**src/rtl/primary_ray_gen.sv**
```systemverilog
// Primary ray generator: raster-scans the screen and emits one ray per pixel, building directions
// incrementally from a latched camera. Define RAYGEN_FRAME_LOOP_EN to run frames back-to-back.
module primary_ray_gen #(
    parameter int SCREEN_W = 160,
    parameter int SCREEN_H = 120,
    parameter int FIX_W    = 32,
    parameter int COORD_W  = 9
) (
    input  logic                 clk,
    input  logic                 reset,
    input  logic                 start,
    input  logic [3*FIX_W-1:0]   cam_origin,
    input  logic [3*FIX_W-1:0]   cam_corner,
    input  logic [3*FIX_W-1:0]   cam_du,
    input  logic [3*FIX_W-1:0]   cam_dv,
    input  logic                 fifo_full,
    output logic                 add_input,
    output logic [3*FIX_W-1:0]   ray_origin,
    output logic [3*FIX_W-1:0]   ray_dir,
    output logic [COORD_W-1:0]   pixel_x,
    output logic [COORD_W-1:0]   pixel_y,
    output logic                 busy,
    output logic                 frame_done,
    output logic [7:0]           frame_count
);

    typedef enum logic [1:0] {
        S_IDLE,
        S_LOAD,
        S_EMIT,
        S_DONE
    } state_t;

    localparam logic [COORD_W-1:0] LAST_X = COORD_W'(SCREEN_W - 1);
    localparam logic [COORD_W-1:0] LAST_Y = COORD_W'(SCREEN_H - 1);

    // Per-component add; each lane wraps independently on overflow.
    function automatic logic [3*FIX_W-1:0] vec_add(input logic [3*FIX_W-1:0] a,
                                                   input logic [3*FIX_W-1:0] b);
        logic [3*FIX_W-1:0] r;
        r = '0;
        for (int k = 0; k < 3; k++) begin
            r[k*FIX_W +: FIX_W] = a[k*FIX_W +: FIX_W] + b[k*FIX_W +: FIX_W];
        end
        return r;
    endfunction

    state_t               r_state;
    state_t               w_next_state;
    logic [3*FIX_W-1:0]   r_origin;
    logic [3*FIX_W-1:0]   r_du;
    logic [3*FIX_W-1:0]   r_dv;
    logic [3*FIX_W-1:0]   r_row_base;
    logic [3*FIX_W-1:0]   r_dir;
    logic [COORD_W-1:0]   r_px;
    logic [COORD_W-1:0]   r_py;
    logic [7:0]           r_frame_count;

    logic                 w_issue;
    logic                 w_last_col;
    logic                 w_last_pix;
    logic [3*FIX_W-1:0]   w_next_row;
    logic [3*FIX_W-1:0]   w_next_dir;

    assign w_issue    = (r_state == S_EMIT) && !fifo_full;
    assign w_last_col = (r_px == LAST_X);
    assign w_last_pix = w_last_col && (r_py == LAST_Y);
    assign w_next_row = vec_add(r_row_base, r_dv);
    assign w_next_dir = vec_add(r_dir, r_du);

    // NOTE: every signal written here gets a default first so no path leaves it unassigned (no latch).
    always_comb begin
        w_next_state = r_state;
        case (r_state)
            S_IDLE: if (start) w_next_state = S_LOAD;
            S_LOAD: w_next_state = S_EMIT;
            S_EMIT: if (w_issue && w_last_pix) w_next_state = S_DONE;
            S_DONE: begin
`ifdef RAYGEN_FRAME_LOOP_EN
                w_next_state = S_LOAD;
`else
                w_next_state = S_IDLE;
`endif
            end
            default: w_next_state = S_IDLE;
        endcase
    end

    // NOTE: state uses non-blocking assignments so every register samples pre-edge values.
    always_ff @(posedge clk) begin
        if (reset) begin
            r_state       <= S_IDLE;
            r_origin      <= '0;
            r_du          <= '0;
            r_dv          <= '0;
            r_row_base    <= '0;
            r_dir         <= '0;
            r_px          <= '0;
            r_py          <= '0;
            r_frame_count <= '0;
        end else begin
            r_state <= w_next_state;
            case (r_state)
                S_LOAD: begin
                    r_origin   <= cam_origin;
                    r_du       <= cam_du;
                    r_dv       <= cam_dv;
                    r_row_base <= cam_corner;
                    r_dir      <= cam_corner;
                    r_px       <= '0;
                    r_py       <= '0;
                end
                S_EMIT: begin
                    // The final pixel leaves the fields holding its values.
                    if (w_issue && !w_last_pix) begin
                        if (!w_last_col) begin
                            r_px  <= r_px + COORD_W'(1);
                            r_dir <= w_next_dir;
                        end else begin
                            r_px       <= '0;
                            r_py       <= r_py + COORD_W'(1);
                            r_row_base <= w_next_row;
                            r_dir      <= w_next_row;
                        end
                    end
                end
                S_DONE: r_frame_count <= r_frame_count + 8'd1;
                default: ;
            endcase
        end
    end

    assign add_input   = w_issue;
    assign ray_origin  = r_origin;
    assign ray_dir     = r_dir;
    assign pixel_x     = r_px;
    assign pixel_y     = r_py;
    assign busy        = (r_state == S_LOAD) || (r_state == S_EMIT);
    assign frame_done  = (r_state == S_DONE);
    assign frame_count = r_frame_count;

endmodule
```
**config.mk**
```make
export PLATFORM = sky130hd
export DESIGN_NAME = primary_ray_gen
export DESIGN_NICKNAME = d
export VERILOG_FILES = /design/src/rtl/primary_ray_gen.sv
export SDC_FILE = /design/constraint.sdc
export NUM_CORES = 2
export LEC_CHECK = 0
export CAP_MARGIN = 25
export CELL_PAD_IN_SITES_DETAIL_PLACEMENT = 0
export CELL_PAD_IN_SITES_GLOBAL_PLACEMENT = 1
export CORE_ASPECT_RATIO = 1.4
export CORE_MARGIN = 2
export CORE_UTILIZATION = 39
export CTS_CLUSTER_SIZE = 24
export DETAILED_ROUTE_END_ITERATION = 7
export PLACE_DENSITY = 0.82
export REMOVE_ABC_BUFFERS = 1
export SLEW_MARGIN = 20
export SYNTH_ARGS = -nofsm -noshare
export SYNTH_HDL_FRONTEND = slang
export SYNTH_SLANG_ARGS = --single-unit
```
**constraint.sdc**
```tcl
create_clock -name clk -period 3 [get_ports clk]
set_input_delay 0.6 -clock clk [delete_from_list [all_inputs] [get_ports clk]]
set_output_delay 0.6 -clock clk [all_outputs]
set_load 0.02 [all_outputs]
```
=== Word-level counts from Yosys, hierarchy flattened ===
Index checks and enable logic that the tools add are counted.

* Register bits after elaboration: 508
* Latch bits: 0
* RAM bits: 0
* Bits in read-only memories: 0
* Output and inout bits: 221
* Memories kept: 0

* Add/subtract/negate cells: 9
* Multiply operators: 0
* Divide/modulo/power cells: 0
* $lt $le $gt $ge: 0
* Equal/unequal tests: 9
* Shift-type cells: 0
* Mux-type cells: 15
* Bitwise operators: 0
* Reductions and logical operators: 12

{| class="wikitable"
|+ Operators by type and width
! kind !! count
|-
| $mux W96 || 4
|-
| $pmux W96 S2 || 2
|-
| $add A32 B32 Y32 || 6
|-
| $mux W9 || 4
|-
| $pmux W9 S2 || 2
|-
| $add A9 B1 Y9 const B || 2
|-
| $eq A9 B7 Y1 const B || 1
|-
| $eq A9 B8 Y1 const B || 1
|-
| $add A8 B1 Y8 const B || 1
|-
| $pmux W2 S4 || 1
|-
| $eq A2 B2 Y1 const B || 2
|-
| $logic_and A1 B1 Y1 || 4
|-
| $mux W2 || 2
|-
| $ne A2 B1 Y1 const B || 2
|-
| $ne A2 B2 Y1 const B || 2
|-
| $reduce_and A2 Y1 || 2
|-
| $reduce_and A3 Y1 || 1
|-
| $eq A2 B1 Y1 const B || 1
|-
| $logic_not A1 Y1 || 2
|-
| $logic_not A2 Y1 || 1
|-
| $reduce_bool A2 Y1 || 1
|-
| $logic_or A1 B1 Y1 || 1
|}

=== Depth between registers and ports, before layout ===
* Depth after elaboration: 6
* Depth in mapped cells: 13
* Gate-level depth less buffers: 12

=== Least setup slack after synthesis ===
Ideal clock, no wire load.

* Path kind: register -> register
* From: reg r_dir[64], in the netlist ray_dir[64]
* To: reg r_dir[90], in the netlist ray_dir[90]
* Library setup time: 0.086 ns
* Data arrival time: 2.809 ns
* Required time: 2.914 ns
* Setup slack: 0.105 ns
* Cell stages (with the launch flop): 13
* Path buffers: 0
* Cells stage by stage: dfxtp_1 ha_1 fa_1 a211oi_1 nor2_1 a31oi_1 a21boi_2 o211ai_1 a21oi_1 a21oi_1 xnor2_1 o221ai_1 a211oi_1

* Word-level cells in the longest chain between the ends: 4

{| class="wikitable"
|+ RTL lines
! what !! line !! source
|-
| from (decl) || 54 || <nowiki>logic [3*FIX_W-1:0] r_dir;</nowiki>
|-
| from (signal assigned) || 109 || <nowiki>r_dir <= cam_corner;</nowiki>
|-
| from (signal assigned) || 118 || <nowiki>r_dir <= w_next_dir;</nowiki>
|-
| from (signal assigned) || 123 || <nowiki>r_dir <= w_next_row;</nowiki>
|-
| $add A32 B32 Y32 || 43 || <nowiki>r[k*FIX_W +: FIX_W] = a[k*FIX_W +: FIX_W] + b[k*FIX_W +: FIX_W];</nowiki>
|-
| $mux W96 || 116 || <nowiki>if (!w_last_col) begin</nowiki>
|-
| $mux W96 || 115 || <nowiki>if (w_issue && !w_last_pix) begin</nowiki>
|-
| $pmux W96 S2 || 103 || <nowiki>case (r_state)</nowiki>
|}

No other way between the ends. The select of a mux whose other input is x is not followed.
A chain may end at the register's enable or synchronous reset.

=== Worst setup path in the final report ===
* From: reg r_row_base[0]
* To: reg r_dir[22], in the netlist ray_dir[22]

* Word-level cells in the longest chain between the ends: 4

{| class="wikitable"
|+ RTL lines
! what !! line !! source
|-
| from (decl) || 53 || <nowiki>logic [3*FIX_W-1:0] r_row_base;</nowiki>
|-
| from (signal assigned) || 108 || <nowiki>r_row_base <= cam_corner;</nowiki>
|-
| from (signal assigned) || 122 || <nowiki>r_row_base <= w_next_row;</nowiki>
|-
| $add A32 B32 Y32 || 43 ||
|-
| $mux W96 || 116 ||
|-
| $mux W96 || 115 ||
|-
| $pmux W96 S2 || 103 ||
|}

No other way between the ends. The select of a mux whose other input is x is not followed.

==> results by stage <==
Power:
- The completed layout was analyzed and its total power is 36.51 mW.
- In this run the static leakage power is 16.78 nW.
- The power density normalized to cell area is 898.3 nW/µm².
- The maximum ir drop on the vdd rail is 584.4 µV.

STA:
- The count of final hold-check violations is 0.
- The time the worst path needs with I/O delays and setup is 3.031 ns.
- Setup repair after global routing could not meet its margin everywhere.
- The final worst clock skew is 0.02223 ns.
- The timing-limited maximum frequency is 329.9 MHz.
- The sum of negative setup slack is -0.05633 ns.
- The ratio of final minimum period to clock period is 101.0%.
- Once routing completed, OpenROAD measured the worst setup slack at -0.03132 ns.
- At the pin with the least slew margin, the transition time is 0.9157 ns.
- Setup violations remaining at the end of the flow were counted as 3.
- The number of slew-limit violations in the final report came to 0.
- The worst pin sits at a relative slew slack of 38.95%.

Logic synthesis:
- The multiplexer share of the synthesized area is 11.29%.
- The count of flip-flops with a built-in enable after synthesis is 0.
- The synthesized-area fraction occupied by and/or/nand/nor cells is 16.07%.
- Summing every instance area after synthesis gives 29,480 µm².
- The average instance in the mapped netlist occupies 8.461 µm².
- The number of different library cells used by synthesis comes to 90.
- After technology mapping, the gate count stands at 3,484.
- The number of warnings printed during yosys synthesis is 0.
- By area, the combinational part of the netlist is dominated by compound AO/OA/AOI/OAI gates.
- The number of register bits inferred by synthesis is 508.
- The post-synthesis compound-gate area fraction is 21.17%.
- In the synthesized netlist the dominant register cell turns out to be dfxtp_1.
- The XOR/XNOR share of the synthesized area is 5.051%.
- The adder and majority cell fraction of the synthesized area is 8.599%.
- The portion of the post-synthesis area used by sequential elements is 34.50%.
- The share of synthesized registers carrying an async set or reset is 0%.

Global routing:
- The via count of the first global-routing pass is 28,810.
- The global router's overall resource usage is 28.13%.
- The pin count of the biggest net entering global routing is 113.
- The first global-routing pass estimated 169,500 µm of wire.
- The initial antenna violation count is 10.
- The final global-route overflow total is 0.

Final layout:
- At the end of the flow, the number of nets in the layout was 4,788.
- The fraction of layout cells with a size suffix above 1 is 12.06%.
- In the layout the commonest cells are clkdlybuf4s50_1 (606), nor2_1 (531), dfxtp_1 (503).
- Compared with the post-synthesis result, the final layout area differs by 37.87%.
- After the flow finishes, the layout carries non-filler instances totaling 5,219.
- After filler insertion, the fill cell instance count of the layout stands at 7,114.
- Leaving out fill and tap cells, the most frequent cell in the layout is clkdlybuf4s50_1.

Setup path:
- The required time of the worst setup path is 3.53 ns.
- The critical path goes through ha_4, fa_2, a211oi_2, buf_4, nor2_2, a41oi_2, a41oi_2, a211oi_2, buf_4, o31a_1, buf_4, xnor2_2, a221oi_2, nor2_1.
- For this run, the slowest stage of the critical path takes 0.38 ns.
- The critical path is of the flip-flop to flip-flop type.
- The endpoint arrival time on the critical path is 3.56 ns.
- The slowest library cell on the worst path is fa_2.
- The most numerous cell type found on the critical path is buf_4.
- Across all register-to-register paths, the minimum setup slack is -0.03 ns.
- The cell type group with the largest total delay on the critical path is compound AO/OA/AOI/OAI gates.
- In this run the worst path has a maximum fanout of 2.
- The worst setup path is launched from a flip-flop.
- The critical path contains buffers and inverters numbering 3 combined.
- The critical path endpoint category is a flip-flop.

Placement:
- The HPWL after detailed placement is 85,560 µm.
- Routability-driven placement finished with a final weighted congestion of 0.9292.
- The port buffer count is 608.
- The setup slack at placement is -0.3098 ns.
- The total instance count after detailed placement is 5,095.

Clock network:
- The clock passes through at most 3 buffers.
- The hold-fix buffer count after cts is 0.
- TritonCTS built the clock tree.
- The clock sink count is 508.
- The clock buffer count from CTS is 56.
- The H-tree generated during clock tree synthesis spans 2 levels.
- The root buffer cell is clkbuf_16.
- After clock tree synthesis, the clock-pin slew on the worst setup and hold paths is 0.07 ns.
- The clock latency of the later-clocked register in the worst-skew pair is 0.64 ns.

Route:
- The number of nets with antenna violations after routing is 0.
- The count of vias placed by the detailed router is 28,950.
- Before antenna repair, the detailed router went through 6 iterations.
- After the first detailed-routing iteration, the DRC count stood at 1,474.
- After detailed routing, the total wire length is 113,600 µm.
- The vias per cell is 5.547.
- The number of DRC violations after detailed routing is 0.
- Dividing the detail-routed wire length by the instance count gives 21.77 µm.

Floorplanning:
- The vertical die dimension is 329.3 µm.
- 609 I/O pins were placed.
- The initial cell density of the core is 39.28%.
- The area inside the core boundary is 75,040 µm².
- The area of the die is 77,830 µm².
- From left edge to right edge, the die measures 236.4 µm.
- In this run the core area contains 119 standard-cell rows.

Status:
- The checks that failed: setup timing.
- The flow ran to the end, but the final reports show violations.

Worst hold path:
- The min-delay analysis places its worst path in the category primary input to flip-flop.

Flow run:
- Across the run, the number of max-cap violations was 0.
layer usage:
metal | GRT usage (%) | wire (µm)
met1 | 30.72 | 43160
met2 | 52.79 | 58400
met3 | 5.296 | 6819
met4 | 12.09 | 5218
met5 | 0 | 34
cell type report:
cell class	instances	area, µm²	share of cell area (%)
diodes	7	17.52	0.04310
clock inverters	29	316.6	0.7788
clock buffers	72	1563	3.845
flip-flops and latches	508	10180	25.04
multi-input cells	2722	18910	46.54
well taps	968	1211	2.980
inverters	35	133.9	0.3294
repair buffers	878	8312	20.45
sequential cells by signal, indices dropped and copies added (netlist names):
| register | cells |
|---|---|
| ray_origin | 96 |
| frame_count | 8 |
| r_dv | 96 |
| r_state | 2 |
| r_du | 96 |
| ray_dir | 96 |
| pixel_y | 9 |
| r_row_base | 96 |
| pixel_x | 9 |
Yosys cell counts (all sizes together) (19+ instances only):
master / count / area share [%]
and3: 30 / 0.64
o21a: 21 / 0.54
nand4: 44 / 0.93
clkbuf: 160 / 2.0
a211oi: 98 / 2.5
nand3: 58 / 1.0
nor2: 538 / 6.9
o21bai: 22 / 0.56
buf: 59 / 0.84
ha: 193 / 8.2
a21oi: 271 / 4.6
inv: 34 / 0.43
a31oi: 48 / 1.1
o21ai: 155 / 2.7
a21o: 109 / 2.8
nor2b: 19 / 0.40
xnor2: 104 / 3.1
xor2: 66 / 2.0
o211ai: 58 / 1.5
mux2i: 329 / 11
nand2: 253 / 3.2
a311oi: 29 / 0.86
nor3: 56 / 0.95
dfxtp: 508 / 34
kinds of logic after synthesis:
logic type / after synthesis
AO/OA/AOI/OAI: 937
XOR/XNOR: 170
adder cells (fa/ha/maj): 199
buffers and inverters: 254
flip-flops: 508
multiplexers: 332
AND/OR/NAND/NOR: 1084
stage by stage:
| stage | utilization, % | area [µm²] | hold slack, ns |
|---|---|---|---|
| finish | 54.16 | 40640 | 0.2877 |
| CTS | 53.53 | 40170 | 0.2623 |
| floorplan | - | 28630 | 0.4295 |
| global placement | 50.76 | 38090 | 0.4468 |
| global route | 54.16 | 40640 | 0.2793 |
| detailed placement | 50.76 | 38090 | 0.4552 |
worst paths after layout:
| check | startpoint | end | cells after the start |
|---|---|---|---|
| worst max-delay path | r_row_base[0]$_SDFFE_PP0P_ | ray_dir[22]$_SDFFE_PP0P_ | 14 |
| worst min-delay path | reset | r_dv[63]$_SDFFE_PP0P_ | 2 |
| worst min register to register | r_row_base[27]$_SDFFE_PP0P_ | r_row_base[27]$_SDFFE_PP0P_ | 2 |
| worst max register to register | r_row_base[0]$_SDFFE_PP0P_ | ray_dir[22]$_SDFFE_PP0P_ | 14 |
power breakdown:
group / total (mW) / leakage (nW) / internal (mW) / switching (mW)
registers: 9.94 / 4.16 / 8.57 / 1.36
clock network: 7.20 / 0.905 / 4.11 / 3.09
logic: 19.4 / 11.7 / 8.29 / 11.1
what timing repair did:
action                                  4_1_cts  5_1_grt
pin swaps                                    25       68
resized for setup                            41       79
buffers inserted                              4       13
endpoints found under the setup margin       40       65
(Power assumes the default switching activity.)
